## src/rtl/lamp_pkg.sv

```systemverilog
// Shared types for the lamp-sequence transmitter: step codes, FSM states,
// and helpers that turn a packed pattern into one-hot lamp drives.
package lamp_pkg;

  localparam int NUM_BITS  = 2;
  localparam int NUM_STEPS = 3;

  typedef enum logic [NUM_BITS-1:0] {
    LAMP_OFF = 2'b00,
    LAMP1    = 2'b01,
    LAMP2    = 2'b10,
    LAMP3    = 2'b11
  } lamp_code_t;

  typedef enum logic [1:0] {
    IDLE,
    DRIVE,
    GAP,
    FINISH
  } tx_state_t;

  // Returns {lamp3, lamp2, lamp1}; one-hot or zero by construction.
  function automatic logic [2:0] lamp_decode(input lamp_code_t code);
    case (code)
      LAMP1:   return 3'b001;
      LAMP2:   return 3'b010;
      LAMP3:   return 3'b100;
      default: return 3'b000;
    endcase
  endfunction

  function automatic lamp_code_t step_code(input logic [NUM_STEPS*NUM_BITS-1:0] pat,
                                           input logic [1:0]                    idx);
    return lamp_code_t'(pat[int'(idx)*NUM_BITS +: NUM_BITS]);
  endfunction

endpackage

```

## src/rtl/lamp_seq_tx_step_timer.sv

```systemverilog
// Loadable down-counter used to time how long each lamp step is held.
// It stops at zero rather than wrapping, so zero stays asserted until reloaded.
module step_timer #(
  parameter int W = 4
) (
  input  logic         clk,
  input  logic         reset,
  input  logic         load,
  input  logic         en,
  input  logic [W-1:0] load_val,
  output logic         zero
);

  logic [W-1:0] count;

  // NOTE: sequential state is updated only with non-blocking assignments so
  // every register samples the pre-edge values of its neighbours.
  always_ff @(posedge clk) begin
    if (!reset)
      count <= '0;
    else if (load)
      count <= load_val;
    else if (en && count != '0)
      count <= count - 1'b1;
  end

  assign zero = (count == '0);

endmodule

```

## src/rtl/lamp_seq_tx.sv

```systemverilog
// Lamp-sequence transmitter: plays a latched 3-step lamp pattern, each step
// held for a programmable time, optionally repeated with an all-off gap.
module lamp_seq_tx
  import lamp_pkg::*;
#(
  parameter int HOLD_W = 4,
  parameter int REP_W  = 3
) (
  input  logic                          clk,
  input  logic                          reset,
  input  logic                          start,
  input  logic [NUM_STEPS*NUM_BITS-1:0] pattern,
  input  logic [HOLD_W-1:0]             hold,
  input  logic [REP_W-1:0]              reps,
  input  logic                          gap,
  input  logic                          abort,
  output logic                          lamp1,
  output logic                          lamp2,
  output logic                          lamp3,
  output logic                          busy,
  output logic                          done,
  output logic                          aborted
);

  tx_state_t                     state;
  logic [1:0]                    step_idx;
  logic [NUM_STEPS*NUM_BITS-1:0] pat_q;
  logic [HOLD_W-1:0]             hold_q;
  logic [REP_W-1:0]              reps_q;
  logic [REP_W-1:0]              rep_cnt;
  logic                          gap_q;
  logic [2:0]                    lamps_q;

  logic [HOLD_W-1:0] hold_eff;
  logic [HOLD_W-1:0] tmr_val;
  logic              tmr_load;
  logic              tmr_en;
  logic              tmr_zero;
  logic              last_step;
  logic              more_reps;

  assign hold_eff  = (hold == '0) ? HOLD_W'(1) : hold;
  assign last_step = (step_idx == 2'(NUM_STEPS - 1));
  assign more_reps = (rep_cnt < reps_q);

  // The timer is (re)loaded whenever a step is about to start; a reload on
  // the way to GAP or FINISH is harmless because GAP reloads again.
  assign tmr_load = (state == IDLE && start) || (state == GAP) ||
                    (state == DRIVE && tmr_zero);
  assign tmr_val  = (state == IDLE) ? hold_eff - 1'b1 : hold_q - 1'b1;
  assign tmr_en   = (state == DRIVE);

  step_timer #(.W(HOLD_W)) u_hold_timer (
    .clk      (clk),
    .reset    (reset),
    .load     (tmr_load),
    .en       (tmr_en),
    .load_val (tmr_val),
    .zero     (tmr_zero)
  );

  always_ff @(posedge clk) begin
    if (!reset) begin
      state    <= IDLE;
      step_idx <= '0;
      pat_q    <= '0;
      hold_q   <= '0;
      reps_q   <= '0;
      rep_cnt  <= '0;
      gap_q    <= 1'b0;
      lamps_q  <= '0;
      busy     <= 1'b0;
      done     <= 1'b0;
      aborted  <= 1'b0;
    end else begin
      done    <= 1'b0;
      aborted <= 1'b0;
      case (state)
        IDLE: begin
          if (start) begin
            pat_q    <= pattern;
            hold_q   <= hold_eff;
            reps_q   <= reps;
            gap_q    <= gap;
            rep_cnt  <= '0;
            step_idx <= '0;
            lamps_q  <= lamp_decode(step_code(pattern, 2'd0));
            busy     <= 1'b1;
            state    <= DRIVE;
          end
        end
        DRIVE: begin
          if (abort) begin
            lamps_q <= '0;
            busy    <= 1'b0;
            done    <= 1'b1;
            aborted <= 1'b1;
            state   <= FINISH;
          end else if (tmr_zero) begin
            if (!last_step) begin
              step_idx <= step_idx + 2'd1;
              lamps_q  <= lamp_decode(step_code(pat_q, step_idx + 2'd1));
            end else if (more_reps) begin
              rep_cnt  <= rep_cnt + 1'b1;
              step_idx <= '0;
              if (gap_q) begin
                lamps_q <= '0;
                state   <= GAP;
              end else begin
                lamps_q <= lamp_decode(step_code(pat_q, 2'd0));
              end
            end else begin
              lamps_q <= '0;
              busy    <= 1'b0;
              done    <= 1'b1;
              state   <= FINISH;
            end
          end
        end
        GAP: begin
          if (abort) begin
            busy    <= 1'b0;
            done    <= 1'b1;
            aborted <= 1'b1;
            state   <= FINISH;
          end else begin
            lamps_q <= lamp_decode(step_code(pat_q, 2'd0));
            state   <= DRIVE;
          end
        end
        FINISH:  state <= IDLE;
        default: state <= IDLE;
      endcase
    end
  end

  assign lamp1 = lamps_q[0];
  assign lamp2 = lamps_q[1];
  assign lamp3 = lamps_q[2];

  a_lamps_onehot0: assert property (@(posedge clk) $onehot0({lamp3, lamp2, lamp1}));

endmodule

```

## config.mk

```make
export PLATFORM = sky130hd
export DESIGN_NAME = lamp_seq_tx
export DESIGN_NICKNAME = d
export VERILOG_FILES = /design/src/rtl/lamp_pkg.sv /design/src/rtl/lamp_seq_tx_step_timer.sv /design/src/rtl/lamp_seq_tx.sv
export SDC_FILE = /design/constraint.sdc
export NUM_CORES = 1
export LEC_CHECK = 0
export ABC_AREA = 0
export BUFFER_PORTS_ARGS = -buffer_cell sky130_fd_sc_hd__clkbuf_2
export CORE_MARGIN = 3
export CORE_UTILIZATION = 55
export DETAILED_ROUTE_END_ITERATION = 8
export PLACE_DENSITY = 0.73
export SLEW_MARGIN = 30
export SYNTH_ARGS = -nofsm -noshare
export SYNTH_HDL_FRONTEND = slang
export SYNTH_HIERARCHICAL = 1
export SYNTH_SLANG_ARGS = --single-unit
```

## constraint.sdc

```tcl
create_clock -name clk -period 2.8 [get_ports clk]
set_input_delay 0.14 -clock clk [delete_from_list [all_inputs] [get_ports clk]]
set_output_delay 0.14 -clock clk [all_outputs]
set_load 0.05 [all_outputs]
```

== Word level (Yosys, flattened, before mapping) ==
Index checks and enable logic that the tools add are counted.

* Logic and storage cells: 112
* Output and inout port bits: 6
* Input port bits: 18
* Register bits: 31

* Magnitude comparators: 1
* Shifts and indexed selects: 1
* Mux-type cells: 48
* Reduce and logical (&&, ||, !) cells: 20
* Add/subtract/negate cells: 5
* Eq/ne operators: 25

{| class="wikitable"
|+ Operators by type and width
! kind !! count
|-
| $mux W3 || 12
|-
| $pmux W3 S3 || 4
|-
| $mux W2 || 12
|-
| $eq A2 B2 Y1 const B || 9
|-
| $mux W4 || 4
|-
| $ne A2 B2 Y1 const B || 7
|-
| $ne A3 B3 Y1 const B || 4
|-
| $reduce_and A6 Y1 || 2
|-
| $sub A4 B1 Y4 const B || 3
|-
| $mux W1 || 11
|-
| $eq A2 B1 Y1 const B || 4
|-
| $logic_not A4 Y1 || 2
|-
| $pmux W2 S4 || 1
|-
| $reduce_and A4 Y1 || 2
|-
| $pmux W3 S2 || 1
|-
| $shiftx A6 B4 Y2 || 1
|-
| $reduce_and A5 Y1 || 1
|-
| $ne A4 B4 Y1 const B || 1
|-
| $pmux W2 S2 || 1
|-
| $reduce_and A2 Y1 || 2
|-
| $reduce_bool A2 Y1 || 2
|-
| $reduce_bool A4 Y1 || 1
|-
| $add A3 B1 Y3 const B || 1
|-
| $logic_and A1 B1 Y1 || 3
|-
| 8 further kinds || 9
|}

== Longest topological paths before layout ==
* Depth after elaboration: 8
* Gate-level depth with buffers: 9
* Mapped depth without buffers: 9

== Cells and area by module ==
The synthesis kept the hierarchy.

{| class="wikitable"
|+ By module, submodules not included
! module !! times used !! area each (µm²) !! sequential area each (µm²) !! cells each
|-
| lamp_seq_tx || 1 || 1690.4 || 540.5 || 205
|-
| step_timer || 1 || 256.5 || 80.1 || 31
|}

== Worst setup path before layout ==
Ideal clock, no wire load.

* Kind: reg-to-reg
* From: register u_hold_timer.count[0]
* To: register state[1]
* Path buffers: 0
* Setup time: 116 ps
* Data required time: 2684 ps
* Arrival time: 1773 ps
* Stages on the path, launching flop included: 10
* Clock period less this slack: 1890 ps
* Path slack: 910 ps
* Cells stage by stage: dfxtp_1 -> inv_1 -> ha_1 -> or3b_4 -> clkinv_2 -> and2_1 -> o21a_1 -> a21boi_4 -> a211oi_2 -> a41o_1

* Word-level cells in the longest chain between the ends: 3

{| class="wikitable"
|+ RTL lines
! what !! RTL line !! RTL
|-
| start: declaration || lamp_seq_tx_step_timer.sv:14 || <nowiki>logic [W-1:0] count;</nowiki>
|-
| start signal: assignment || lamp_seq_tx_step_timer.sv:22 || <nowiki>count <= load_val;</nowiki>
|-
| start signal: assignment || lamp_seq_tx_step_timer.sv:24 || <nowiki>count <= count - 1'b1;</nowiki>
|-
| $logic_not A4 Y1 || lamp_seq_tx_step_timer.sv:27 || <nowiki>assign zero = (count == '0);</nowiki>
|-
| via tmr_zero || lamp_seq_tx.sv:38 || <nowiki>logic tmr_zero;</nowiki>
|-
| $ne A3 B3 Y1 (no line) || - ||
|-
| $reduce_and A4 Y1 (no line) || - ||
|-
| end signal: assignment || lamp_seq_tx.sv:64 || <nowiki>state <= IDLE;</nowiki>
|-
| end signal: assignment || lamp_seq_tx.sv:89 || <nowiki>state <= DRIVE;</nowiki>
|-
| end signal: assignment || lamp_seq_tx.sv:98 || <nowiki>state <= FINISH;</nowiki>
|-
| end: declaration || lamp_seq_tx.sv:25 || <nowiki>tx_state_t state;</nowiki>
|}

The timed path passes the listed nets, and every way through them passes these cells.
A chain may end at the register's enable or synchronous reset.

== Worst setup path after layout ==
Ends and elaborated chain as after synthesis.

==> flow_summary.ini <==
[outcome]
outcome = complete, no violations

[drt]
wl_mm = 3.87
via_count = 1674
via_per_inst = 5.60
wl_per_cell_um = 12.9
post-route-drc-count = 0
dr.first_iter.drc_count = 69
firstDrtPassIters = 4
ant_nets = 0

[sta]
fin_crit_ns = 2.08
setup_violations = 0
rsz0062_at_grt = false
slew_violations = 0
setup_tns_ns = 0
hold_slack_ns = 0.0345
worst_pin_slew_ns = 0.685
fin_crit_sh = 0.743
max_freq_ghz = 0.481
skew_ns = 0.00679
max-slew-margin-rel = 0.543
hold_violations = 0

[global_routing]
grt_pass1_wl_mm = 7.18
overflow = 0
grtUsageMet3 = 0.0530
grt_use_total = 0.214
grt.busiest_layer = met2
use_met2 = 0.343
grt_pass1_vias = 1605
grt_util_met1 = 0.282
grt_max_degree = 21
antenna_found_initial = 0

[cts]
cts_sinks = 31
cts_max_level = 2
cts_tree = yes
cts_hold_buf = 0
clockBufferDepth = 2
cts_resized = 0
clk_latency_ns = 0.32
cts_buffers = 5
clkTransAtPathRegs_ns = 0.09
cts_setup_buffers = 0
cts_root_buffer = clkbuf_4

[min_path]
hold_end = reps_q[0]$_SDFFE_PN0P_
worst_hold_path_type = in -> reg
hold_depth = 3
hp-start = reps[0]

[synthesis]
synth_ff_type = dfxtp_1
yosys.area_share.adder = 0.0835
async_flop_share = 0
synth.avg_cell_area_um2 = 8.25
seq_area_frac_synth = 0.319
synthCells = 236
synth-xor-area-share = 0.0135
ys_ff_latch = 31
synth_simple_gate_area_frac = 0.226
syn_nets = 267
muxShareOfSynthArea = 0.0321
ys_types = 61
synth_compound_area_frac = 0.259
synth_top_family_by_area = compound AO/OA/AOI/OAI gates
syn-cell-area_mm2 = 0.00195
synth-edff-count = 0
synth_warnings = 6

[cells_and_area]
finalInstanceArea_mm2 = 0.00211
area_growth_pct = 8.48
diodes = 0
final_common_cell = nand2_1
fin_nets = 287
nFillCells = 293
drive_above_1_share = 0.200
final_cell_mix = nand2_1, dfxtp_1, clkbuf_2, a21oi_1, inv_1

[worst_setup_path]
worstPathCellList = inv_1 -> ha_1 -> or3b_4 -> clkinv_2 -> and2_1 -> o21a_1 -> a21boi_4 -> a211oi_2 -> a41o_1
cp_top_family = compound AO/OA/AOI/OAI gates
r2r_slack_ns = 0.72
rr_startpoint = u_hold_timer/count[0]$_SDFFE_PN0P_
worstReg2RegEnd = state[1]$_SDFFE_PN0P_
start_kind = flip-flop
critPathSlowestCell = or3b_4
path_buf_inv = 2
critPathMaxFanout = 8
cp.required_ns = 3.02
arrival_ns = 2.29
crit_path_end_kind = flip-flop
r2r_cells = 9
crit_path_max_incr_delay_ns = 0.41
crit_type = reg -> reg

[floorplanning]
fp.dieW_um = 65.5
pin_count = 24
rows = 20
initial_core_util = 0.608
dieArea_mm2 = 0.00429
fp.dieH_um = 65.5
coreArea_mm2 = 0.00320

[placed_design]
placed_area_mm2 = 0.00207
portBuffers = 23
post-dp-hpwl_mm = 2.88
place.gp.congestion = 0.864

[run]
maxCapViolCount = 0

[power_and_ir_drop]
ir_worst_vdd_v = 0.000379
power.density_mw_per_mm2 = 984
power_leakage_uw = 0.000870
==> synthesized netlist by cell type (3+ instances only) <==
library cell | count | area (µm²)
nand2_1 | 45 | 169
dfxtp_1 | 31 | 621
a21oi_1 | 21 | 105
inv_1 | 17 | 63.8
ha_1 | 13 | 163
nor2_1 | 10 | 37.5
nand3_1 | 7 | 35.0
clkbuf_1 | 6 | 22.5
nand4_1 | 5 | 31.3
buf_2 | 4 | 20.0
mux2i_1 | 4 | 40.0
a211oi_1 | 3 | 22.5
nor2b_1 | 3 | 18.8
nor3_1 | 3 | 15.0
o21ai_0 | 3 | 15.0
o21ai_1 | 3 | 15.0
xnor2_1 | 3 | 26.3
==> flip-flops by register name (all words and copies together), names as in the netlist <==
| register | flops |
|---|---|
| reps_q | 3 |
| gap_q | 1 |
| busy | 1 |
| step_idx | 2 |
| done | 1 |
| u_hold_timer/count | 4 |
| rep_cnt | 3 |
| lamps_q | 3 |
| hold_q | 4 |
| aborted | 1 |
| pat_q | 6 |
| state | 2 |
==> logic make-up after synthesis <==
kind of cell	count (synthesis)
XOR/XNOR	3
buffers and inverters	30
AND/OR/NAND/NOR	89
multiplexers	6
AO/OA/AOI/OAI	64
flip-flops	31
adder cells (fa/ha/maj)	13
==> tightest hold or removal path: cells and delay by family <==
| kind | cells | cell delay, ns |
|---|---|---|
| buf+inv | 1 | 0.08 |
| compound gates | 1 | 0.05 |
| simple gates | 1 | 0.04 |
==> cell type report <==
type	count	area, µm²	share of cell area
Clock buffer	6	41.3	0.0195
Inverter	18	68.8	0.0326
Multi-Input combinational cell	175	1200	0.566
Sequential cell	31	621	0.294
Tap cell	44	55.1	0.0261
Timing Repair Buffer	25	130	0.0616
==> per-layer routing <==
metal | wire [µm] | vias up
li1 | - | 866
met5 | 0 | -
met3 | 112 | 4
met2 | 1760 | 21
met1 | 1960 | 783
met4 | 34 | 0
==> worst max-delay path by stage <==
stage                                             startpoint                       to  cells past startpoint  slack [ns]
after floorplan           u_hold_timer/count[0]$_SDFFE_PN0P_    state[1]$_SDFFE_PN0P_                      9        0.91
after global placement    u_hold_timer/count[0]$_SDFFE_PN0P_    state[1]$_SDFFE_PN0P_                      9        0.82
after detailed placement  u_hold_timer/count[0]$_SDFFE_PN0P_    state[1]$_SDFFE_PN0P_                      9        0.77
after CTS                 u_hold_timer/count[0]$_SDFFE_PN0P_    state[1]$_SDFFE_PN0P_                      9        0.74
after global routing      u_hold_timer/count[0]$_SDFFE_PN0P_  lamps_q[0]$_SDFFE_PN0P_                      8        0.60
final                     u_hold_timer/count[0]$_SDFFE_PN0P_    state[1]$_SDFFE_PN0P_                      9        0.72
==> per-stage QoR <==
stage	util	setup slack, ns	instances	total power (µW)
floorplan	-	0.910	236	1640
global placement	0.646	0.816	293	1850
detailed placement	0.646	0.768	293	1870
CTS	0.659	0.744	299	2100
global route	0.659	0.600	299	2280
finish	0.659	0.721	299	2080
==> where the power goes <==
group	internal, µW	switching (µW)
Sequential	552	83.5
Combinational	462	757
Clock	89.1	136
(Power assumes the default switching activity.)
